### src/rtl/priority_code_stream_decoder.sv
// Priority code stream decoder.
// Rebuilds a word from a stream of priority-encoded bit indices, highest first.
// Each beat is decoded to one-hot and ORed into an accumulating mask. The last
// beat of a word releases the rebuilt word on a valid/ready output port. Beats
// that break the strictly-descending order are still merged, but they raise
// order_err for that word.
module priority_code_stream_decoder #(
  parameter int CODE_W = 3,
  localparam int DATA_W = 2**CODE_W
) (
  input  logic              clk,
  input  logic              rst_n,
  input  logic              code_valid,
  output logic              code_ready,
  input  logic [CODE_W-1:0] code,
  input  logic              code_none,
  input  logic              code_last,
  output logic [DATA_W-1:0] onehot,
  output logic              data_valid,
  input  logic              data_ready,
  output logic [DATA_W-1:0] data,
  output logic              order_err
);

  typedef enum logic [1:0] {
    IDLE  = 2'd0,
    ACCUM = 2'd1,
    OUT   = 2'd2
  } state_t;

  state_t            state;
  logic [DATA_W-1:0] mask;
  logic [CODE_W-1:0] prev;
  logic              err_acc;

  logic              accept;
  logic [DATA_W-1:0] beat_oh;
  logic [DATA_W-1:0] mask_next;
  logic              beat_err;

  // An all-zero beat contributes nothing to the mask.
  function automatic logic [DATA_W-1:0] decode_code(input logic [CODE_W-1:0] c,
                                                    input logic              none);
    logic [DATA_W-1:0] oh;
    oh = '0;
    if (!none) oh[c] = 1'b1;
    return oh;
  endfunction

  // Codes after the first beat must strictly descend. An empty-word beat is
  // only legal as the sole, final beat of its word.
  function automatic logic order_violation(input state_t            st,
                                           input logic [CODE_W-1:0] c,
                                           input logic [CODE_W-1:0] p,
                                           input logic              none,
                                           input logic              last);
    logic bad;
    bad = 1'b0;
    if (st == ACCUM && (none || c >= p)) bad = 1'b1;
    if (none && !last) bad = 1'b1;
    return bad;
  endfunction

  // Combinational view of the beat being offered this cycle.
  always_comb begin
    accept    = code_valid & code_ready;
    beat_oh   = decode_code(code, code_none);
    mask_next = mask | beat_oh;
    beat_err  = order_violation(state, code, prev, code_none, code_last);
  end

  // Word assembly FSM. All outputs are registered. code_ready is low only
  // while a word sits on the output port.
  always_ff @(posedge clk or negedge rst_n) begin
    if (!rst_n) begin
      state      <= IDLE;
      mask       <= '0;
      prev       <= '0;
      err_acc    <= 1'b0;
      onehot     <= '0;
      data       <= '0;
      data_valid <= 1'b0;
      order_err  <= 1'b0;
      code_ready <= 1'b1;
    end else begin
      case (state)
        IDLE, ACCUM: begin
          if (accept) begin
            onehot <= beat_oh;
            prev   <= code;
            if (code_last) begin
              data       <= mask_next;
              order_err  <= err_acc | beat_err;
              data_valid <= 1'b1;
              mask       <= '0;
              err_acc    <= 1'b0;
              code_ready <= 1'b0;
              state      <= OUT;
            end else begin
              mask    <= mask_next;
              err_acc <= err_acc | beat_err;
              state   <= ACCUM;
            end
          end
        end
        OUT: begin
          if (data_ready) begin
            data_valid <= 1'b0;
            code_ready <= 1'b1;
            state      <= IDLE;
          end
        end
        default: begin
          state      <= IDLE;
          data_valid <= 1'b0;
          code_ready <= 1'b1;
        end
      endcase
    end
  end

endmodule

### config.mk
export PLATFORM = sky130hd
export DESIGN_NAME = priority_code_stream_decoder
export DESIGN_NICKNAME = d
export VERILOG_FILES = /design/src/rtl/priority_code_stream_decoder.sv
export SDC_FILE = /design/constraint.sdc
export NUM_CORES = 1
export LEC_CHECK = 0
export ABC_AREA = 1
export CAP_MARGIN = 25
export CORE_UTILIZATION = 40
export CTS_CLUSTER_SIZE = 8
export DETAILED_ROUTE_END_ITERATION = 8
export GPL_TIMING_DRIVEN = 0
export SYNTH_ARGS = -nofsm -noshare
export SYNTH_HDL_FRONTEND = slang
export SYNTH_SLANG_ARGS = --single-unit
### constraint.sdc
create_clock -name clk -period 3.06 [get_ports clk]
set_input_delay 0.612 -clock clk [delete_from_list [all_inputs] [get_ports clk]]
set_output_delay 0.612 -clock clk [all_outputs]
set_load 0.005 [all_outputs]
==> load_flow_metrics.sql, run 1 <==
INSERT INTO impl_metrics (metric_group, metric, value, unit) VALUES
('clocking', 'clock_tree_from_tritoncts', 'done', ''),
('finish', 'sequential_cell_area', '827', 'um2'),
('drt', 'ant_nets', '0', ''),
('clocking', 'cts.repair_timing.setup_buffer_count', '0', ''),
('drt', 'routedWlPerCell', '12.3', 'um'),
('grt', 'use_met3', '6.51', '%'),
('sta', 'period_share', '64.8', '%'),
('grt', 'first_global_vias', '1000', ''),
('sta', 'final.setup_skew', '0.00752', 'ns'),
('critical_path', 'end_kind', 'output port', ''),
('floorplanning', 'row_count', '21', ''),
('critical_path', 'timing.critical_path.cells', 'clkdlybuf4s50_1', ''),
('pwr', 'total_power', '0.00144', 'W'),
('critical_path', 'path_delay_family', 'flip-flops', ''),
('synth', 'synth.net_count', '171', ''),
('clocking', 'clock_latency_at_the_later_pin_of_the_worst_skew_pair', '0.33', 'ns'),
('synth', 'largest_family_of_logic_cells_by_synthesized_area', 'simple AND/OR/NAND/NOR gates', ''),
('critical_path', 'setup.worst_path.start_class', 'flip-flop', ''),
('grt', 'wire_length_of_the_first_global_routing_pass', '4800', 'um'),
('critical_path', 'reg2reg_to', 'data[2]', ''),
('synth', 'yosysTopAreaCell', 'sky130_fd_sc_hd__dfrtp_1', ''),
('synth', 'area_share_of_xor_xnor_cells_in_the_synthesized_design', '0', '%'),
('synth', 'synth-compound-area-share', '11.3', '%'),
('synth', 'synth_top_cells_by_area', 'sky130_fd_sc_hd__dfrtp_1 57%, sky130_fd_sc_hd__nand2_1 12%, sky130_fd_sc_hd__a21oi_1 6.4%, sky130_fd_sc_hd__inv_1 5.6%, sky130_fd_sc_hd__o21ai_0 4.6%', ''),
('critical_path', 'cp-endpoint', 'code_ready', ''),
('clocking', 'clk_path_buf_depth', '2', ''),
('job', 'timing.max_cap.violations', '0', ''),
('sta', 'maxSlewViolCount', '0', ''),
('sta', 'fmax', '504', 'MHz'),
('pwr', 'vdd_drop_max', '0.320', 'mV'),
('clocking', 'clk_pin_slew_worst_paths', '0.10', 'ns'),
('synth', 'post_synth_fa_ha_maj_area_fraction', '2.66', '%'),
('drt', 'via_count', '1141', ''),
('finish', 'layout.filler_cells', '345', ''),
('critical_path', 'reg2reg_depth', '6', ''),
('critical_path', 'critical_path.max_stage_delay', '0.55', 'ns'),
('finish', 'finish.utilization', '53.2', '%'),
('synth', 'synthesis.yosys.warnings', '0', ''),
('sta', 'report.final.hold_viol_count', '0', ''),
('floorplanning', 'fp.dieW', '61.4', 'um'),
('grt', 'grt_use_met1', '25.0', '%'),
('synth', 'synth-seq-cells', '33', ''),
('drt', 'drt_drc_violations_left', '0', ''),
('finish', 'mostFrequentLayoutCells', '45 x sky130_fd_sc_hd__nand2_1, 32 x sky130_fd_sc_hd__dfrtp_1, 26 x sky130_fd_sc_hd__clkdlybuf4s50_1', ''),
('synth', 'seq_area_frac_synth', '58.5', '%'),
('floorplanning', 'ioPinCount', '28', ''),
('grt', 'antenna_found_initial', '0', ''),
('clocking', 'ctsResizeCount', '0', ''),
('synth', 'synthesized_area_fraction_occupied_by_and_or_nand_nor_cells', '19.0', '%'),
('sta', 'worstMarginPinSlew', '0.708', 'ns'),
('placed_design', 'gpl.final_weighted_congestion', '0.800', ''),
('sta', 'grt_setup_unrepaired', 'no', ''),
('sta', 'setup_violations', '0', ''),
('critical_path', 'crit_buf_inv', '1', ''),
('critical_path', 'cp.required', '2.45', 'ns'),
('floorplanning', 'start_util', '42.0', '%'),
('placed_design', 'dpl_worst_slack', '0.992', 'ns'),
('pwr', 'power.density_cell_area', '804', 'nW/um2'),
('critical_path', 'timing.critical_path.arrival', '1.37', 'ns'),
('critical_path', 'worst_path_cell_with_the_longest_stage_delay', 'sky130_fd_sc_hd__dfstp_2', ''),
('clocking', 'cts.sinks', '33', ''),
('min_path', 'timing.hold.worst.class', 'input port to async pin', ''),
('critical_path', 'rrSetupSlack', '1.67', 'ns'),
('clocking', 'cts-root-buf', 'sky130_fd_sc_hd__clkbuf_4', ''),
('grt', 'met2_usage', '28.1', '%'),
('clocking', 'postCtsHoldBufs', '0', ''),
('synth', 'synth_area_per_cell', '8.88', 'um2'),
('floorplanning', 'floorplan.core_area', '3360', 'um2'),
('clocking', 'ctsHtreeMaxLevel', '2', ''),
('status', 'result_of_the_run', 'completed', ''),
('synth', 'synth_largest_type_area_fraction', '56.7', '%');
Yosys cell counts, drive strengths merged:
| cell type | n |
|---|---|
| a21oi | 18 |
| buf | 5 |
| dfrtp | 32 |
| dfstp | 1 |
| ha | 3 |
| inv | 21 |
| nand2 | 47 |
| nand3 | 7 |
| nor2 | 10 |
| nor3 | 1 |
| o21ai | 14 |
state kept, by name, summed over array words and instances, names as in the netlist:
| register | count |
|---|---|
| data_valid | 1 |
| prev | 3 |
| state | 2 |
| code_ready | 1 |
| mask | 8 |
| order_err | 1 |
| err_acc | 1 |
| data | 8 |
| onehot | 8 |
final cells by class:
type	count	share of cell area, %
Timing Repair Buffer	27	14.8
Buffer	5	2.24
Sequential cell	33	46.2
Inverter	21	4.40
Multi-Input combinational cell	100	26.1
Tap cell	46	3.21
Clock buffer	7	3.07
power by group:
group          switching [W]  internal, W
Clock               0.000140     0.000108
Sequential         0.0000784     0.000592
Combinational       0.000244     0.000276
Total               0.000463     0.000976
per-stage QoR:
| step | std cells | cell area (um2) |
|---|---|---|
| 3_3_place_gp | 232 | 1740 |
| 4_1_cts | 239 | 1790 |
| 3_5_place_dp | 232 | 1740 |
| 5_1_grt | 239 | 1790 |
| 2_1_floorplan | 159 | 1410 |
| 6_report | 239 | 1790 |
kinds of logic (layout without fill, tap and decap cells):
family	Yosys count	after routing
AOI/OAI and AO/OA	32	32
buffers and inverters	26	60
and+or+nand+nor	65	65
adders and majority gates	3	3
DFF	33	33
worst min path at each step:
stage	endpoint	slack, ns
detailed placement	data_valid	0.46
floorplan	data[0]	0.32
CTS	prev[2]	0.34
global route	prev[2]	0.38
finish	prev[2]	0.32
global placement	data_valid	0.46
routing by layer:
metal,wire [um],vias to the layer above,share of wire (%)
li1,-,568,-
met1,1400,537,48
met2,1310,30,44
met3,190,6,6.5
met4,41,0,1.4
met5,0,-,0
(Power assumes the default switching activity.)
==> inputs of run 2 (changes only) <==
PLACE_DENSITY = 0.67   (was not set)
clock period = 1.75 ns   (was 3.06 ns; I/O delays follow)
==> run 2 against run 1 <==
Effect of this change:
- first-iteration DRC count fell by 10%
- sequential share of layout area fell by 0.064 points
- final cell count rose by 0.42%
- combinational power rose by 75%
- sequential cell count did not move
- sequential power rose by 76%
- count of clock-buffer cells in the layout fell by 2
- cell area rose by 0.14%
==> load_flow_metrics.sql, run 2 (same netlist as run 1, synthesis figures left out) <==
INSERT INTO impl_metrics (metric_group, metric, value, unit) VALUES
('placed_design', 'detailedPlacementHpwl', '2110', 'um'),
('finish', 'final_cells', '240', ''),
('finish', 'antenna_cells_inserted', '0', ''),
('drt', 'first_pass_iters', '4', ''),
('pwr', 'power.density_cell_area', '1400', 'nW/um2'),
('finish', 'drive_gt1_share', '9.79', '%'),
('floorplanning', 'start_util', '42.0', '%'),
('floorplanning', 'die_h', '61.4', 'um'),
('sta', 'post-route-min-period', '1.57', 'ns'),
('clocking', 'clk_path_buf_depth', '2', ''),
('pwr', 'share_seq_of_total_power', '46.9', '%'),
('placed_design', 'dpl_worst_slack', '-0.0602', 'ns'),
('sta', 'fmax', '635', 'MHz'),
('sta', 'grt_setup_unrepaired', 'no', ''),
('grt', 'grt_max_degree', '34', ''),
('drt', 'route.final.wire_length', '3040', 'um'),
('placed_design', 'gpl.final_weighted_congestion', '0.788', ''),
('grt', 'antenna_found_initial', '0', ''),
('grt', 'wire_length_of_the_first_global_routing_pass', '4910', 'um'),
('critical_path', 'worst_path_cell_with_the_longest_stage_delay', 'sky130_fd_sc_hd__clkdlybuf4s50_1', ''),
('floorplanning', 'floorplan.core_area', '3360', 'um2'),
('pwr', 'power.switching', '0.000849', 'W'),
('critical_path', 'timing.critical_path.cells', 'clkdlybuf4s50_1', ''),
('pwr', 'p_sw_share', '33.8', '%'),
('sta', 'final.setup_skew', '0.0160', 'ns'),
('finish', 'area_delta_synth_final', '26.9', '%'),
('finish', 'multi_input_area', '467', 'um2'),
('sta', 'worstMarginPinSlew', '0.728', 'ns'),
('drt', 'routedWlPerCell', '12.7', 'um'),
('pwr', 'share_comb_of_total_power', '36.2', '%'),
('pwr', 'power_frac_clock', '16.9', '%'),
('status', 'result_of_the_run', 'completed', ''),
('critical_path', 'critical_path.max_stage_delay', '0.50', 'ns'),
('sta', 'report.final.hold_viol_count', '0', ''),
('clocking', 'cts-root-buf', 'sky130_fd_sc_hd__clkbuf_4', ''),
('placed_design', 'placement_cell_area', '1740', 'um2'),
('drt', 'dr.first_iter.drc_count', '60', ''),
('clocking', 'clock_tree_from_tritoncts', 'done', ''),
('critical_path', 'path_delay_family', 'buffers and inverters', ''),
('clocking', 'cts.repair_timing.setup_buffer_count', '0', ''),
('clocking', 'cts.sinks', '33', ''),
('drt', 'via_count', '1120', ''),
('pwr', 'leakage', '0.905', 'nW'),
('sta', 'holdWs', '0.0452', 'ns'),
('finish', 'final_area', '1790', 'um2'),
('finish', 'layout.filler_cells', '333', ''),
('critical_path', 'setup.worst_path.start_class', 'flip-flop', ''),
('floorplanning', 'row_count', '21', ''),
('sta', 'worst_slew_margin_rel', '51.5', '%'),
('floorplanning', 'die-area', '3770', 'um2'),
('critical_path', 'path_max_fanout', '2', ''),
('clocking', 'cts_buffers', '5', ''),
('pwr', 'vdd_drop_max', '0.559', 'mV'),
('placed_design', 'place.detailed.instances', '232', ''),
('floorplanning', 'ioPinCount', '28', ''),
('floorplanning', 'fp.dieW', '61.4', 'um'),
('grt', 'total_global_routing_track_utilization', '18.7', '%'),
('finish', 'mostFrequentLayoutCells', '45 x sky130_fd_sc_hd__nand2_1, 32 x sky130_fd_sc_hd__dfrtp_1, 25 x sky130_fd_sc_hd__clkdlybuf4s50_1', ''),
('critical_path', 'crit_buf_inv', '1', ''),
('critical_path', 'timing.critical_path.arrival', '1.22', 'ns'),
('finish', 'largest_registers', 'data (8), mask (8), onehot (8)', ''),
('finish', 'number_of_nets_in_the_layout', '205', ''),
('finish', 'sequential_cell_area', '827', 'um2'),
('grt', 'first_global_vias', '1091', ''),
('clocking', 'clk_pin_slew_worst_paths', '0.12', 'ns'),
('pwr', 'power.internal', '0.00167', 'W'),
('placed_design', 'placement.io_buffers', '27', ''),
('critical_path', 'cp.required', '1.40', 'ns'),
('clocking', 'clock_latency_at_the_later_pin_of_the_worst_skew_pair', '0.35', 'ns'),
('critical_path', 'path_class', 'flip-flop to output port', ''),
('job', 'timing.max_cap.violations', '0', ''),
('drt', 'detail_route.vias_per_cell', '4.67', ''),
('clocking', 'ctsHtreeMaxLevel', '2', ''),
('finish', 'final_common_cell', 'sky130_fd_sc_hd__nand2_1', ''),
('sta', 'maxSlewViolCount', '0', ''),
('min_path', 'timing.hold.worst.class', 'input port to async pin', ''),
('critical_path', 'end_kind', 'output port', ''),
('sta', 'setup_violations', '0', ''),
('grt', 'grt-ovfl-total', '0', ''),
('drt', 'drt_drc_violations_left', '0', ''),
('drt', 'ant_nets', '0', ''),
('sta', 'period_share', '89.9', '%'),
('sta', 'setup_slack', '0.176', 'ns');
==> run 2: cell count changes in the layout (fill, tap and decap cells not counted) <==
cell / before / now
sky130_fd_sc_hd__clkinvlp_4: 0 / 1
sky130_fd_sc_hd__clkinv_2: 0 / 2
sky130_fd_sc_hd__clkbuf_8: 1 / 0
sky130_fd_sc_hd__clkdlybuf4s50_1: 26 / 25
sky130_fd_sc_hd__clkbuf_1: 1 / 0
sky130_fd_sc_hd__dlymetal6s2s_1: 0 / 1
==> run 2: power by group through the flow <==
stage	registers (W)	clock network, W	logic, W
floorplan	0.00119	0	0.000450
global placement	0.00118	0	0.000895
detailed placement	0.00120	0	0.000924
CTS	0.00118	0.000431	0.000932
global route	0.00120	0.000464	0.00105
finish	0.00118	0.000425	0.000910
==> run 2: through the flow <==
step                TNS (ns)  util (%)  power, W
floorplan                  0         -   0.00164
global placement       -9.90      51.7   0.00208
detailed placement   -0.0602      51.6   0.00212
CTS                        0      53.2   0.00255
global route               0      53.3   0.00272
finish                     0      53.3   0.00252
==> run 2: cell type report <==
class	count	share of cell area [%]
buffer	5	2.23
clock buffer	5	2.09
clock inverter	3	0.977
inverter	21	4.40
multi-input combinational	100	26.0
sequential	33	46.1
tap	46	3.21
timing repair buffer	27	14.9
==> run 2: timing repair <==
item | 4_1_cts | 5_1_grt
gates resized for setup | 0 | 1
endpoints found under the setup margin | 0 | 1
hold buffers | 0 | 0
==> run 2: worst paths after layout <==
check                      cells past startpoint       start  slack [ns]         end
max in group asynchronous                      1       rst_n        1.23     data[2]
setup / recovery                               1     data[3]        0.18     data[3]
hold / removal                                 1       rst_n        0.05   order_err
setup reg to reg                               6  code_ready        0.34     data[2]
hold reg to reg                                2  data_valid        0.49  data_valid
min in group clk                               2  data_valid        0.49  data_valid
==> run 2: metal layers <==
layer  global-route usage, %  part of all wire, %
met4                    5.71                  1.0
met2                    29.3                   48
met3                    6.93                  4.7
met1                    24.3                   47
met5                       0                    0
